--- config.mk ---
export PLATFORM = sky130hd
export DESIGN_NAME = pm_fetch_ctrl
export DESIGN_NICKNAME = d
export VERILOG_FILES = /design/src/rtl/pm_fetch_ctrl.sv
export SDC_FILE = /design/constraint.sdc
export NUM_CORES = 1
export LEC_CHECK = 0
export ABC_AREA = 1
export CAP_MARGIN = 20
export CORE_MARGIN = 1
export CORE_UTILIZATION = 30
export CTS_CLUSTER_SIZE = 10
export DETAILED_ROUTE_END_ITERATION = 6
export DONT_BUFFER_PORTS = 1
export HOLD_SLACK_MARGIN = 0.08
export SYNTH_ARGS = -nofsm -noshare
export SYNTH_HDL_FRONTEND = slang
export SYNTH_SLANG_ARGS = --single-unit
--- constraint.sdc ---
create_clock -name clock -period 6.62 [get_ports clock]
set_input_delay 0.993 -clock clock [delete_from_list [all_inputs] [get_ports clock]]
set_output_delay 0.993 -clock clock [all_outputs]
set_load 0.005 [all_outputs]
--- src/rtl/pm_fetch_ctrl.sv ---
// Instruction-fetch sequencer: owns the PC, issues 1-cycle registered reads to
// program memory, buffers returns in a 2-entry FWFT FIFO and streams them to the core.
module pm_fetch_ctrl #(
   parameter int unsigned DATA_WIDTH = 32,
   parameter int unsigned ADDR_WIDTH = 12,
   parameter int unsigned MEM_SIZE   = 4096
) (
   input  logic                  clock,
   input  logic                  reset,
   input  logic                  start,
   input  logic [ADDR_WIDTH-1:0] start_pc,
   input  logic                  halt,
   input  logic                  redirect_valid,
   input  logic [ADDR_WIDTH-1:0] redirect_pc,
   input  logic                  cfg_write_busy,
   output logic [ADDR_WIDTH-1:0] pm_addr,
   output logic                  pm_read_en,
   input  logic [DATA_WIDTH-1:0] pm_read_data,
   output logic                  instr_valid,
   input  logic                  instr_ready,
   output logic [DATA_WIDTH-1:0] instr_data,
   output logic [ADDR_WIDTH-1:0] instr_pc,
   output logic                  busy,
   output logic                  pc_err
);

   localparam logic [ADDR_WIDTH:0]   LP_SIZE = (ADDR_WIDTH+1)'(MEM_SIZE);
   localparam logic [ADDR_WIDTH-1:0] LP_LAST = ADDR_WIDTH'(MEM_SIZE - 1);

   typedef enum logic [1:0] {
      ST_IDLE,
      ST_RUN,
      ST_DRAIN
   } state_t;

   state_t                r_state;
   state_t                w_state_nx;
   logic [ADDR_WIDTH-1:0] r_pc;
   logic [ADDR_WIDTH-1:0] r_iss_pc;
   logic                  r_pend;
   logic                  r_kill;
   logic                  r_pc_err;
   logic [DATA_WIDTH-1:0] r_data [2];
   logic [ADDR_WIDTH-1:0] r_fpc  [2];
   logic                  r_rd_ptr;
   logic                  r_wr_ptr;
   logic [1:0]            r_count;

   logic                  w_start_bad;
   logic                  w_redir_bad;
   logic                  w_start_ok;
   logic                  w_redir_act;
   logic                  w_redir_ok;
   logic                  w_pop;
   logic                  w_push;
   logic                  w_pend_eff;
   logic [2:0]            w_occ;
   logic                  w_issue;
   logic                  w_pc_err_nx;

   always_comb begin
      w_state_nx  = r_state;
      w_start_bad = ({1'b0, start_pc} >= LP_SIZE);
      w_redir_bad = ({1'b0, redirect_pc} >= LP_SIZE);
      w_start_ok  = (r_state == ST_IDLE) & start & ~w_start_bad;
      // halt outranks redirect, so a redirect alongside halt is dropped silently
      w_redir_act = (r_state == ST_RUN) & ~halt & redirect_valid;
      w_redir_ok  = w_redir_act & ~w_redir_bad;
      w_pop       = instr_valid & instr_ready;
      // a killed in-flight word will never occupy the FIFO, so it does not hold back issue
      w_pend_eff  = r_pend & ~r_kill;
      w_occ       = {1'b0, r_count} + {2'b00, w_pend_eff} - {2'b00, w_pop};
      w_issue     = (r_state == ST_RUN) & ~halt & ~cfg_write_busy & (w_occ < 3'd2);
      w_push      = w_pend_eff & ~w_redir_ok;
      w_pc_err_nx = ((r_state == ST_IDLE) & start & w_start_bad) | (w_redir_act & w_redir_bad);

      unique case (r_state)
         ST_IDLE:  if (w_start_ok) w_state_nx = ST_RUN;
         ST_RUN:   if (halt)       w_state_nx = ST_DRAIN;
         ST_DRAIN: if (!r_pend)    w_state_nx = ST_IDLE;
         default:                  w_state_nx = ST_IDLE;
      endcase
   end

   always_ff @(posedge clock) begin
      if (reset) begin
         r_state  <= ST_IDLE;
         r_pc     <= '0;
         r_iss_pc <= '0;
         r_pend   <= 1'b0;
         r_kill   <= 1'b0;
         r_pc_err <= 1'b0;
         r_rd_ptr <= 1'b0;
         r_wr_ptr <= 1'b0;
         r_count  <= '0;
         for (int unsigned i = 0; i < 2; i++) begin
            r_data[i] <= '0;
            r_fpc[i]  <= '0;
         end
      end else begin
         r_state  <= w_state_nx;
         r_pc_err <= w_pc_err_nx;
         r_pend   <= w_issue;
         // a read issued on the redirect edge targets the old PC; mark it for discard
         r_kill   <= w_redir_ok & w_issue;

         if (w_start_ok) begin
            r_pc <= start_pc;
         end else if (w_redir_ok) begin
            r_pc <= redirect_pc;
         end else if (w_issue) begin
            r_pc <= (r_pc == LP_LAST) ? '0 : r_pc + 1'b1;
         end

         if (w_issue) r_iss_pc <= r_pc;

         if (w_redir_ok) begin
            r_rd_ptr <= 1'b0;
            r_wr_ptr <= 1'b0;
            r_count  <= '0;
         end else begin
            if (w_push) begin
               r_data[r_wr_ptr] <= pm_read_data;
               r_fpc[r_wr_ptr]  <= r_iss_pc;
               r_wr_ptr         <= ~r_wr_ptr;
            end
            if (w_pop) r_rd_ptr <= ~r_rd_ptr;
            r_count <= r_count + {1'b0, w_push} - {1'b0, w_pop};
         end
      end
   end

   assign pm_addr     = r_pc;
   assign pm_read_en  = w_issue;
   assign instr_valid = (r_count != 2'd0);
   assign instr_data  = r_data[r_rd_ptr];
   assign instr_pc    = r_fpc[r_rd_ptr];
   assign busy        = (r_state != ST_IDLE) | (r_count != 2'd0);
   assign pc_err      = r_pc_err;

endmodule
Word-level counts from Yosys, hierarchy flattened
Memory sizes are Yosys's and may differ from the RTL's. A register that Yosys moved wholly into a read port is not among the register bits.
Index checks and enable logic that the tools add are counted.

storage, ports and cells
  output and inout port bits = 60
  logic and storage cells = 70
  memories = 2
  input bits = 63
  bits in writable memories = 88
  bits in registers = 32

cells by class
  $add $sub $neg = 5
  bitwise logic cells = 16
  reductions and logical operators = 8
  magnitude comparators = 1
  equality and inequality tests = 6
  mux-type cells = 24

memory list
  memory  words  width  rd ports  clocked after memory_dff  wr ports  line  source
  r_data  2      32     1         1                         2         43    logic [DATA_WIDTH-1:0] r_data [2];
  r_fpc   2      12     1         1                         2         44    logic [ADDR_WIDTH-1:0] r_fpc [2];

operators with widths
  kind                                                        count
  two-way mux 12 bit                                          5
  two-way mux 32 bit                                          1
  OR reduction 32 bit                                         1
  two-way mux 1 bit                                           14
  adder 12 x 1 -> 12 bit, second input constant               1
  == test 12 bit, second input constant                       1
  OR reduction 12 bit                                         1
  bitwise AND 1 bit                                           9
  two-way mux 2 bit                                           3
  inequality test 2 bit, second input constant                3
  inverter 1 bit                                              6
  case mux 2 bit (3 select lines)                             1
  nonzero test 2 bit                                          2
  adder 2 x 1 -> 3 bit                                        1
  less-than comparator 3 x 2 -> 1 bit, second input constant  1
  AND reduction 3 bit                                         1
  nonzero test 3 bit                                          1
  subtractor 3 x 1 -> 3 bit                                   1
  adder 2 x 1 -> 2 bit                                        1
  == test 2 x 1 -> 1 bit, second input constant               1
  == test 2 bit, second input constant                        1
  logical NOT 2 bit                                           1
  OR reduction 2 bit                                          1
  subtractor 2 x 1 -> 2 bit                                   1
  OR 1 bit                                                    1

Logic depth before layout (Yosys ltp)
Gate-level depths: netlist of run 1.

  depth in word-level cells = 11
  gate-level depth with buffers = 16
  gate-level depth less buffers = 16

Least setup slack after synthesis of run 1
Ideal clock, no wire load.

  path type = input to output
  start point = input instr_ready
  end point = output pm_read_en
  path buffers = 1
  stages = 10
  data arrival time = 2.446 ns
  data required time = 5.627 ns
  setup slack = 3.181 ns
  cell sequence = nand2_1 -> inv_1 -> nor3_1 -> o21ai_0 -> fa_1 -> inv_1 -> nor2_1 -> nand3_1 -> nor2_8 -> buf_4

between the ends
  cells in the longest elaborated chain, start to end = 4

ends and longest elaborated chain
  what                                 line  source
  start: declaration                   20    input logic instr_ready,
  bitwise AND 1 bit                    69    w_pop = instr_valid & instr_ready;
  subtractor 3 x 1 -> 3 bit            72    w_occ = {1'b0, r_count} + {2'b00, w_pend_eff} - {2'b00, w_pop};
  less-than comparator 3 x 2 -> 1 bit  73    w_issue = (r_state == ST_RUN) & ~halt & ~cfg_write_busy & (w_occ < 3'd2);
  bitwise AND 1 bit                    73
  end: declaration                     17    output logic pm_read_en,

No other way between the ends.

Worst setup path in the final report of run 1
  start point = register r_count[1]
  end point = output pm_read_en

between the ends
  cells in the longest elaborated chain, start to end = 5

ends and longest elaborated chain
  what                                 line  source
  start: declaration                   47    logic [1:0] r_count;
  start signal: assignment             128   r_count <= r_count + {1'b0, w_push} - {1'b0, w_pop};
  nonzero test 2 bit                   135   assign instr_valid = (r_count != 2'd0);
  via instr_valid                      19    output logic instr_valid,
  bitwise AND 1 bit                    69
  subtractor 3 x 1 -> 3 bit            72
  less-than comparator 3 x 2 -> 1 bit  73
  bitwise AND 1 bit                    73

The timed path passes the listed nets, and every way through them passes these cells.

==> flow_metrics.py, run 1 <==
metrics = {
    "sta": {
        "tightest_slew_ns": 0.905,
        "post-route-min-period_ns": 3.59,
        "finalHoldViolations": 0,
        "setup_viol": 0,
        "slew-limit-headroom_pct": 39.4,
        "slew_viol_final": 0,
        "worst_slack_ns": 3.03,
        "fin_skew_ns": 0.00923,
        "finalSetupTns_ns": 0,
        "max_clock_freq_ghz": 0.278,
        "holdWs_ns": 0.477,
        "rsz0062_at_grt": "no",
        "post-route-period-util_pct": 54.3,
    },
    "hold_path": {
        "min_path_type": "flop to flop",
        "min_from": "r_rd_ptr",
    },
    "yosys": {
        "yosysTopAreaCell": "edfxtp_1",
        "yosysSeqAreaShare_pct": 59.1,
        "synth_seq_cells": 121,
        "synthArstFlopShare_pct": 0,
        "ys.flop_type": "edfxtp_1",
        "synth_cell_types": 34,
        "syn_inst": 547,
        "synth_top_area_share_pct": 47.3,
        "synthTopCellsByArea": "edfxtp_1 47%, dfxtp_1 12%, mux2_2 8.9%",
        "synth_area_sq_mm": 0.00559,
        "avgSynthCellArea_sq_um": 10.2,
        "synth_warnings": 0,
        "synth_edf_count": 88,
        "syn_nets": 613,
    },
    "power": {
        "power_frac_seq_pct": 44.0,
        "ir_drop_uv": 196,
        "p_clk_share_pct": 44.3,
        "switchingPower_mw": 0.488,
        "p_per_area_mw_per_mm2": 316,
        "pwr-share-comb_pct": 11.7,
        "p_leak_nw": 2.57,
        "p_int_mw": 1.54,
        "finalPower_mw": 2.03,
        "swShare_pct": 24.0,
    },
    "global_routing": {
        "first_global_vias": 3634,
        "grt.total_usage_pct": 12.8,
        "grt_max_degree": 46,
        "grt_antenna_before_repair": 0,
        "grt_pass1_wl_mm": 19.0,
        "grt_overflow": 0,
    },
    "cts": {
        "cts_tree": "built",
        "clockRootBuffer": "clkbuf_16",
        "post-cts-setup-buffer-count": 0,
        "cts.sinks": 121,
        "htree_levels": 4,
        "postCtsHoldBufs": 0,
        "clock_path_buffers": 2,
        "cts.clk_slew.worst_paths_ns": 0.05,
        "clock_latency_ns": 0.41,
        "cts_made_buffers": 17,
        "cts_resized": 0,
    },
    "final_layout": {
        "drive_above_1_share_pct": 18.7,
        "fillCellCount": 1809,
        "layout_common_cells": "114 x nor2_1, 88 x edfxtp_1, 70 x inv_1",
        "fin_area_sq_mm": 0.00642,
        "instances_no_fill": 790,
        "diodes": 0,
        "syn_to_final_growth_pct": 15.0,
        "final_core_util_pct": 35.5,
        "layout_commonest_cell": "nor2_1",
        "final_nets": 614,
    },
    "routing": {
        "drtIter0Drc": 164,
        "drc": 22,
        "drt_wl_total_mm": 11.7,
        "ant_nets": 0,
        "detail_route.wl_per_cell_um": 14.8,
        "vias": 3592,
        "via_per_inst": 4.55,
        "first_pass_iters": 7,
    },
    "worst_setup_path": {
        "crit_path_end_kind": "output port",
        "crit_path_start": "r_count[1]",
        "start_kind": "flop",
        "worstReg2RegStart": "r_count[1]",
        "crit_path_end": "pm_read_en",
        "path_class": "flop to output port",
        "worstPathArrival_ns": 2.60,
        "r2r-end": "r_iss_pc[8]",
        "required_ns": 5.63,
        "cp_max_fo": 13,
        "r2r_slack_ns": 3.84,
        "worst_r2r_path_depth": 13,
    },
    "placement": {
        "place_ws_ns": 2.46,
        "placedInstanceArea_sq_mm": 0.00575,
        "numPortBuffers": 0,
        "routabilityCongestion": 0.814,
        "dp_hpwl_mm": 7.70,
        "placedCellCount": 754,
    },
    "floorplan": {
        "die_height_um": 138,
        "die_x_um": 138,
        "die_area_sq_mm": 0.0192,
        "row_count": 49,
        "start_util_pct": 30.9,
        "core_area_sq_mm": 0.0181,
        "ios": 123,
    },
    "status": {
        "status": "complete, but fails checks",
        "violations": "design-rule violations",
    },
    "run": {
        "drv_cap": 0,
    },
}
==> cell usage after synthesis (5+ instances only) <==
master	number
nor2_1	114
nand2_2	5
inv_1	70
o21ai_0	29
xor2_1	5
mux2_2	44
dfxtp_1	33
a21oi_1	35
buf_4	6
buf_2	12
or2_2	5
nand2_1	49
edfxtp_1	88
o21ai_1	8
nand3_1	12
==> how the worst min path moves through the flow <==
| stage | end | slack (ns) | cells past startpoint |
|---|---|---|---|
| 2_1_floorplan | r_state[1] | 0.43 | 2 |
| 3_3_place_gp | r_state[1] | 0.46 | 2 |
| 3_5_place_dp | flop | 0.48 | 2 |
| 4_1_cts | r_state[1] | 0.49 | 2 |
| 5_1_grt | r_state[1] | 0.51 | 2 |
| 6_report | flop | 0.48 | 2 |
==> flip-flops by register name, summed over array words and instances (netlist names), named ones only <==
| signal | flops |
|---|---|
| pm_addr | 12 |
| r_count | 2 |
| r_data | 64 |
| r_fpc | 24 |
| r_iss_pc | 12 |
| r_kill | 1 |
| r_pend | 1 |
| r_rd_ptr | 1 |
| r_state | 2 |
| r_wr_ptr | 1 |
==> cell type report <==
| class | count | area, sq um | area share (%) |
|---|---|---|---|
| Clock buffer | 24 | 492 | 7.65 |
| Clock inverter | 8 | 96.3 | 1.50 |
| Inverter | 76 | 295 | 4.60 |
| Multi-Input combinational cell | 328 | 1860 | 29.0 |
| Sequential cell | 121 | 3300 | 51.4 |
| Tap cell | 229 | 287 | 4.46 |
| Timing Repair Buffer | 4 | 87.6 | 1.36 |
==> power by group through the flow <==
stage / Sequential (mW) / Combinational [mW] / Clock (mW)
finish: 0.894 / 0.237 / 0.900
global route: 0.901 / 0.266 / 0.957
CTS: 0.910 / 0.219 / 0.924
detailed placement: 0.926 / 0.217 / 0
global placement: 0.922 / 0.214 / 0
floorplan: 0.891 / 0.198 / 0
==> worst max-delay path: stages (launching register included) <==
cell	delay, ns
dfxtp_1	0.45
inv_2	0.08
nand2_1	0.10
nand2_1	0.15
nor2_1	0.21
o21ai_0	0.15
fa_1	0.50
inv_1	0.04
nor2_1	0.08
nand3_1	0.16
nor2_8	0.28
==> layer usage <==
metal,wire (um),part of all wire [%],GRT usage (%),vias up
li1,-,-,-,1801
met5,0,0,0,-
met3,844,7.2,5.13,0
met2,5620,48,20.9,121
met1,5220,45,15.6,1670
met4,0,0,3.19,0
==> cells by family (layout without fill, tap and decap cells) <==
family / count (synthesis) / in the layout / share of synthesized area (%)
AOI/OAI and AO/OA: 73 / 73 / 6.58
DFF: 121 / 121 / 59.1
muxes: 44 / 44 / 8.87
adders and majority gates: 3 / 3 / 0.806
buffers and inverters: 98 / 112 / 7.64
other: 1 / 1 / 0.0671
and+or+nand+nor: 202 / 202 / 16.1
xor gates and xnor gates: 5 / 5 / 0.784
No activity file was read; power rests on OpenSTA's default activity.
==> run 2, diff against run 1 <==
==> constraint.sdc (replaced) <==
create_clock -name clock -period 3.3 [get_ports clock]
set_input_delay 0.495 -clock clock [delete_from_list [all_inputs] [get_ports clock]]
set_output_delay 0.495 -clock clock [all_outputs]
set_load 0.005 [all_outputs]
==> flow_metrics.py, run 2 (synthesis gave the netlist of run 1 again) <==
metrics = {
    "status": {
        "status": "complete, but fails checks",
        "violations": "design-rule violations",
    },
    "hold_path": {
        "min_path_type": "input pin to flop",
        "hold_depth": 1,
        "min_from": "reset",
        "hold-path-endpoint": "r_state[0]",
    },
    "cts": {
        "clock_latency_ns": 0.41,
        "cts.sinks": 121,
        "cts_resized": 0,
        "htree_levels": 4,
        "cts.clk_slew.worst_paths_ns": 0.06,
        "clockRootBuffer": "clkbuf_16",
        "postCtsHoldBufs": 0,
        "clock_path_buffers": 2,
        "cts_made_buffers": 17,
        "cts_tree": "built",
        "post-cts-setup-buffer-count": 0,
    },
    "floorplan": {
        "ios": 123,
        "die_area_sq_mm": 0.0192,
        "row_count": 49,
        "start_util_pct": 30.9,
        "die_height_um": 138,
        "core_area_sq_mm": 0.0181,
        "die_x_um": 138,
    },
    "worst_setup_path": {
        "path_cells": "inv_2 -> nand2_1 -> nand2_1 -> nor2_1 -> o21ai_0 -> fa_1 -> inv_1 -> nor2_1 -> nand3_1 -> nor2_8",
        "critPathBufInv": 2,
        "crit_path_end_kind": "output port",
        "r2r-end": "r_iss_pc[8]",
        "critPathMaxStageDelay_ns": 0.50,
        "worstReg2RegStart": "r_count[1]",
        "r2r_slack_ns": 0.62,
        "worstPathArrival_ns": 2.52,
        "cp_max_fo": 13,
        "worst_r2r_path_depth": 13,
        "path_class": "flop to output port",
        "start_kind": "flop",
        "required_ns": 2.80,
        "slowest_stage": "fa_1",
        "critPathTopFamily": "simple AND/OR/NAND/NOR gates",
    },
    "sta": {
        "fin_skew_ns": 0.00738,
        "worst_slack_ns": 0.288,
        "rsz0062_at_grt": "no",
        "slew-limit-headroom_pct": 37.5,
        "holdWs_ns": 0.148,
        "finalSetupTns_ns": 0,
        "max_clock_freq_ghz": 0.332,
        "slew_viol_final": 0,
        "finalHoldViolations": 0,
        "post-route-min-period_ns": 3.01,
        "tightest_slew_ns": 0.934,
        "post-route-period-util_pct": 91.3,
        "setup_viol": 0,
    },
    "placement": {
        "dp_hpwl_mm": 7.77,
        "place_ws_ns": 0.643,
        "routabilityCongestion": 0.827,
        "numPortBuffers": 0,
        "placedCellCount": 758,
    },
    "final_layout": {
        "syn_to_final_growth_pct": 13.1,
        "regMostFlops": "r_data",
        "final_nets": 614,
        "final_core_util_pct": 34.9,
        "drive_above_1_share_pct": 19.4,
        "layout_commonest_cell": "nor2_1",
        "layout_common_cells": "114 x nor2_1, 88 x edfxtp_1, 70 x inv_1",
        "instances_no_fill": 790,
        "diodes": 0,
        "largest_reg_flops": 64,
        "biggestRegsByFlops": "r_data (64), r_fpc (24)",
    },
    "global_routing": {
        "grt_max_degree": 45,
        "grt_antenna_before_repair": 0,
        "grt_overflow": 0,
        "grt_pass1_wl_mm": 19.3,
        "grt.total_usage_pct": 13.0,
        "first_global_vias": 3642,
    },
    "routing": {
        "wl_met3_um": 952,
        "drtIter0Drc": 209,
        "first_pass_iters": 7,
        "ant_nets": 0,
        "highest_layer": "met4",
        "via_per_inst": 4.61,
        "detail_route.wl_per_cell_um": 14.9,
        "drc": 24,
        "vias": 3642,
        "drt_wl_total_mm": 11.7,
        "dr_wl_met2_mm": 5.54,
        "wirelength_met1_mm": 5.12,
    },
    "power": {
        "p_leak_nw": 2.52,
        "ir_drop_uv": 366,
        "p_per_area_mw_per_mm2": 621,
    },
    "run": {
        "drv_cap": 0,
    },
}
[run 2: worst reg2reg max path, cell delays in order, from the launching register on]
cell     delay (ns)
dfxtp_1        0.43
inv_2          0.07
nand2_1        0.10
nand2_1        0.12
nor2_1         0.18
o21ai_0        0.14
fa_1           0.50
inv_1          0.04
nor2_1         0.08
nand3_1        0.16
nor2_8         0.28
inv_2          0.18
o21ai_0        0.22
a21oi_1        0.06
[run 2: area by class of cell]
cell class,count,area [sq um]
Fill cell,1837,11800
Inverter,76,295
Timing Repair Buffer,4,30.0
Sequential cell,121,3300
Tap cell,229,287
Clock buffer,18,439
Clock inverter,14,101
Multi-Input combinational cell,328,1860
[run 2: stage by stage]
stage                     total power, mW  instance area, sq um
after CTS                            3.97                  6320
after floorplan                      2.18                  5590
after detailed placement             2.29                  5780
final                                3.92                  6320
after global routing                 4.10                  6320
after global placement               2.28                  5780
[run 2: metal layers]
layer	up-vias	GRT usage (%)
met3	12	4.26
met1	1697	16.2
met2	135	21.1
met4	0	4.91
met5	-	0
li1	1798	-
[run 2: how the worst max path moves through the flow]
stage | start | end | slack (ns) | depth (start not counted)
CTS | r_count[1] | pm_read_en | 0.25 | 10
detailed placement | r_count[1] | r_iss_pc[8] | 0.64 | 13
finish | r_count[1] | pm_read_en | 0.29 | 10
global route | r_count[1] | pm_read_en | 0.03 | 10
global placement | r_count[1] | r_iss_pc[4] | 0.75 | 13
floorplan | r_count[1] | pm_read_en | 0.80 | 11
[run 2: where the power goes]
part | switching, mW | internal, mW | total, mW
logic | 0.296 | 0.182 | 0.478
registers | 0.0612 | 1.71 | 1.78
clock network | 0.692 | 0.978 | 1.67
total | 1.05 | 2.87 | 3.92
==> run 3, diff against run 2 <==
--- a/config.mk
+++ b/config.mk
@@ -9,6 +9,7 @@
 export CAP_MARGIN = 20
 export CORE_MARGIN = 1
 export CORE_UTILIZATION = 30
+export CTS_BUF_LIST = sky130_fd_sc_hd__clkbuf_8
 export CTS_CLUSTER_SIZE = 10
 export DETAILED_ROUTE_END_ITERATION = 6
 export DONT_BUFFER_PORTS = 1
==> flow_metrics.py, run 3 (synthesis gave the netlist of run 1 again) <==
metrics = {
    "routing": {
        "ant_nets": 0,
        "first_pass_iters": 6,
        "drtIter0Drc": 210,
        "drt_wl_total_mm": 11.9,
        "drc": 25,
        "vias": 3688,
        "detail_route.wl_per_cell_um": 15.0,
        "via_per_inst": 4.66,
    },
    "power": {
        "pwr-share-comb_pct": 14.7,
        "p_clk_share_pct": 33.8,
        "p_leak_nw": 2.44,
        "power_frac_seq_pct": 51.5,
        "p_per_area_mw_per_mm2": 560,
        "p_int_mw": 2.45,
        "finalPower_mw": 3.45,
        "swShare_pct": 29.0,
        "ir_drop_uv": 252,
        "switchingPower_mw": 1.00,
    },
    "run": {
        "drv_cap": 0,
    },
    "worst_setup_path": {
        "required_ns": 2.80,
        "worstReg2RegStart": "r_count[1]",
        "start_kind": "flop",
        "crit_path_end_kind": "output port",
        "crit_path_start": "r_count[1]",
        "cp_max_fo": 7,
        "path_class": "flop to output port",
        "r2r_slack_ns": 0.74,
        "worstPathArrival_ns": 2.45,
    },
    "floorplan": {
        "die_height_um": 138,
        "core_area_sq_mm": 0.0181,
        "row_count": 49,
        "die_x_um": 138,
        "start_util_pct": 30.9,
        "ios": 123,
        "die_area_sq_mm": 0.0192,
    },
    "placement": {
        "numPortBuffers": 0,
        "placedInstanceArea_sq_mm": 0.00578,
        "dp_hpwl_mm": 7.77,
        "routabilityCongestion": 0.827,
    },
    "global_routing": {
        "grt_pass1_wl_mm": 19.2,
        "first_global_vias": 3643,
        "grt_antenna_before_repair": 0,
        "grt_overflow": 0,
        "grt.total_usage_pct": 12.9,
        "grt_max_degree": 45,
    },
    "final_layout": {
        "fin_area_sq_mm": 0.00615,
        "layout_common_cells": "114 x nor2_1, 88 x edfxtp_1, 70 x inv_1",
        "seq_area_sq_mm": 0.00331,
        "multi_input_area_sq_mm": 0.00188,
        "final_core_util_pct": 34.0,
        "biggestRegsByFlops": "r_data (64), r_fpc (24)",
        "layout_commonest_cell": "nor2_1",
        "largest_reg_flops": 64,
        "diodes": 0,
        "fillCellCount": 1837,
        "drive_above_1_share_pct": 20.1,
        "final_nets": 616,
        "regMostFlops": "r_data",
        "syn_to_final_growth_pct": 10.1,
    },
    "hold_path": {
        "min_from": "reset",
        "min_path_type": "input pin to flop",
    },
    "sta": {
        "post-route-period-util_pct": 89.2,
        "slew_viol_final": 0,
        "rsz0062_at_grt": "no",
        "slew-limit-headroom_pct": 37.1,
        "max_clock_freq_ghz": 0.340,
        "finalSetupTns_ns": 0,
        "finalHoldViolations": 0,
        "fin_skew_ns": 0.0102,
        "setup_viol": 0,
        "post-route-min-period_ns": 2.94,
        "tightest_slew_ns": 0.941,
    },
    "cts": {
        "cts.clk_slew.worst_paths_ns": 0.07,
        "clock_latency_ns": 0.43,
        "cts_made_buffers": 17,
        "htree_levels": 4,
        "cts_tree": "built",
        "cts.sinks": 121,
        "clockRootBuffer": "clkbuf_8",
        "postCtsHoldBufs": 0,
        "clock_path_buffers": 2,
    },
    "status": {
        "status": "complete, but fails checks",
        "violations": "design-rule violations",
    },
}
[run 3: final cells by class]
type	count	share of cell area, %
inverter	76	4.80
multi-input combinational	329	30.5
sequential	121	53.7
clock buffer	18	4.03
tap	229	4.66
clock inverter	14	1.65
timing repair buffer	5	0.610
[run 3: through the flow]
stage / hold WS (ns) / instances / worst slack (ns)
global route: 0.0933 / 792 / 0.0864
floorplan: 0.433 / 547 / 0.799
detailed placement: 0.469 / 758 / 0.643
global placement: 0.458 / 758 / 0.747
finish: 0.124 / 792 / 0.357
CTS: 0.0929 / 790 / 0.212
[run 3: worst paths after layout]
path	to	depth (start not counted)
min reg2reg	r_state[1]	2
min	r_kill	1
max reg2reg	r_iss_pc[8]	13
max	pm_read_en	10
[run 3: what timing repair did]
action	in CTS	in global routing
gates resized for setup	0	2
setup endpoints to repair	0	1
setup buffers	0	1
[run 3: per-layer routing]
layer	share of wire (%)	vias to the layer above	global-route usage [%]
met2	47	136	21.1
met4	1.1	0	4.20
met5	0	-	0
li1	-	1802	-
met3	7.9	12	4.68
met1	44	1738	15.9
[run 3: worst max-delay path, cell delays in order (launching register included)]
cell and delay [ns]:
dfxtp_2 0.39, inv_2 0.06, nand2_1 0.09, nand2_1 0.11, nor2_1 0.18, o21ai_0 0.13
fa_1 0.50, inv_1 0.04, nor2_1 0.11, nand3_2 0.15, nor2_8 0.26
[run 3: power groups by stage]
stage | sequential (mW) | clock, mW | combinational (mW)
global placement | 1.80 | 0 | 0.476
finish | 1.77 | 1.16 | 0.506
CTS | 1.77 | 1.20 | 0.488
detailed placement | 1.81 | 0 | 0.484
global route | 1.79 | 1.27 | 0.568
floorplan | 1.79 | 0 | 0.396
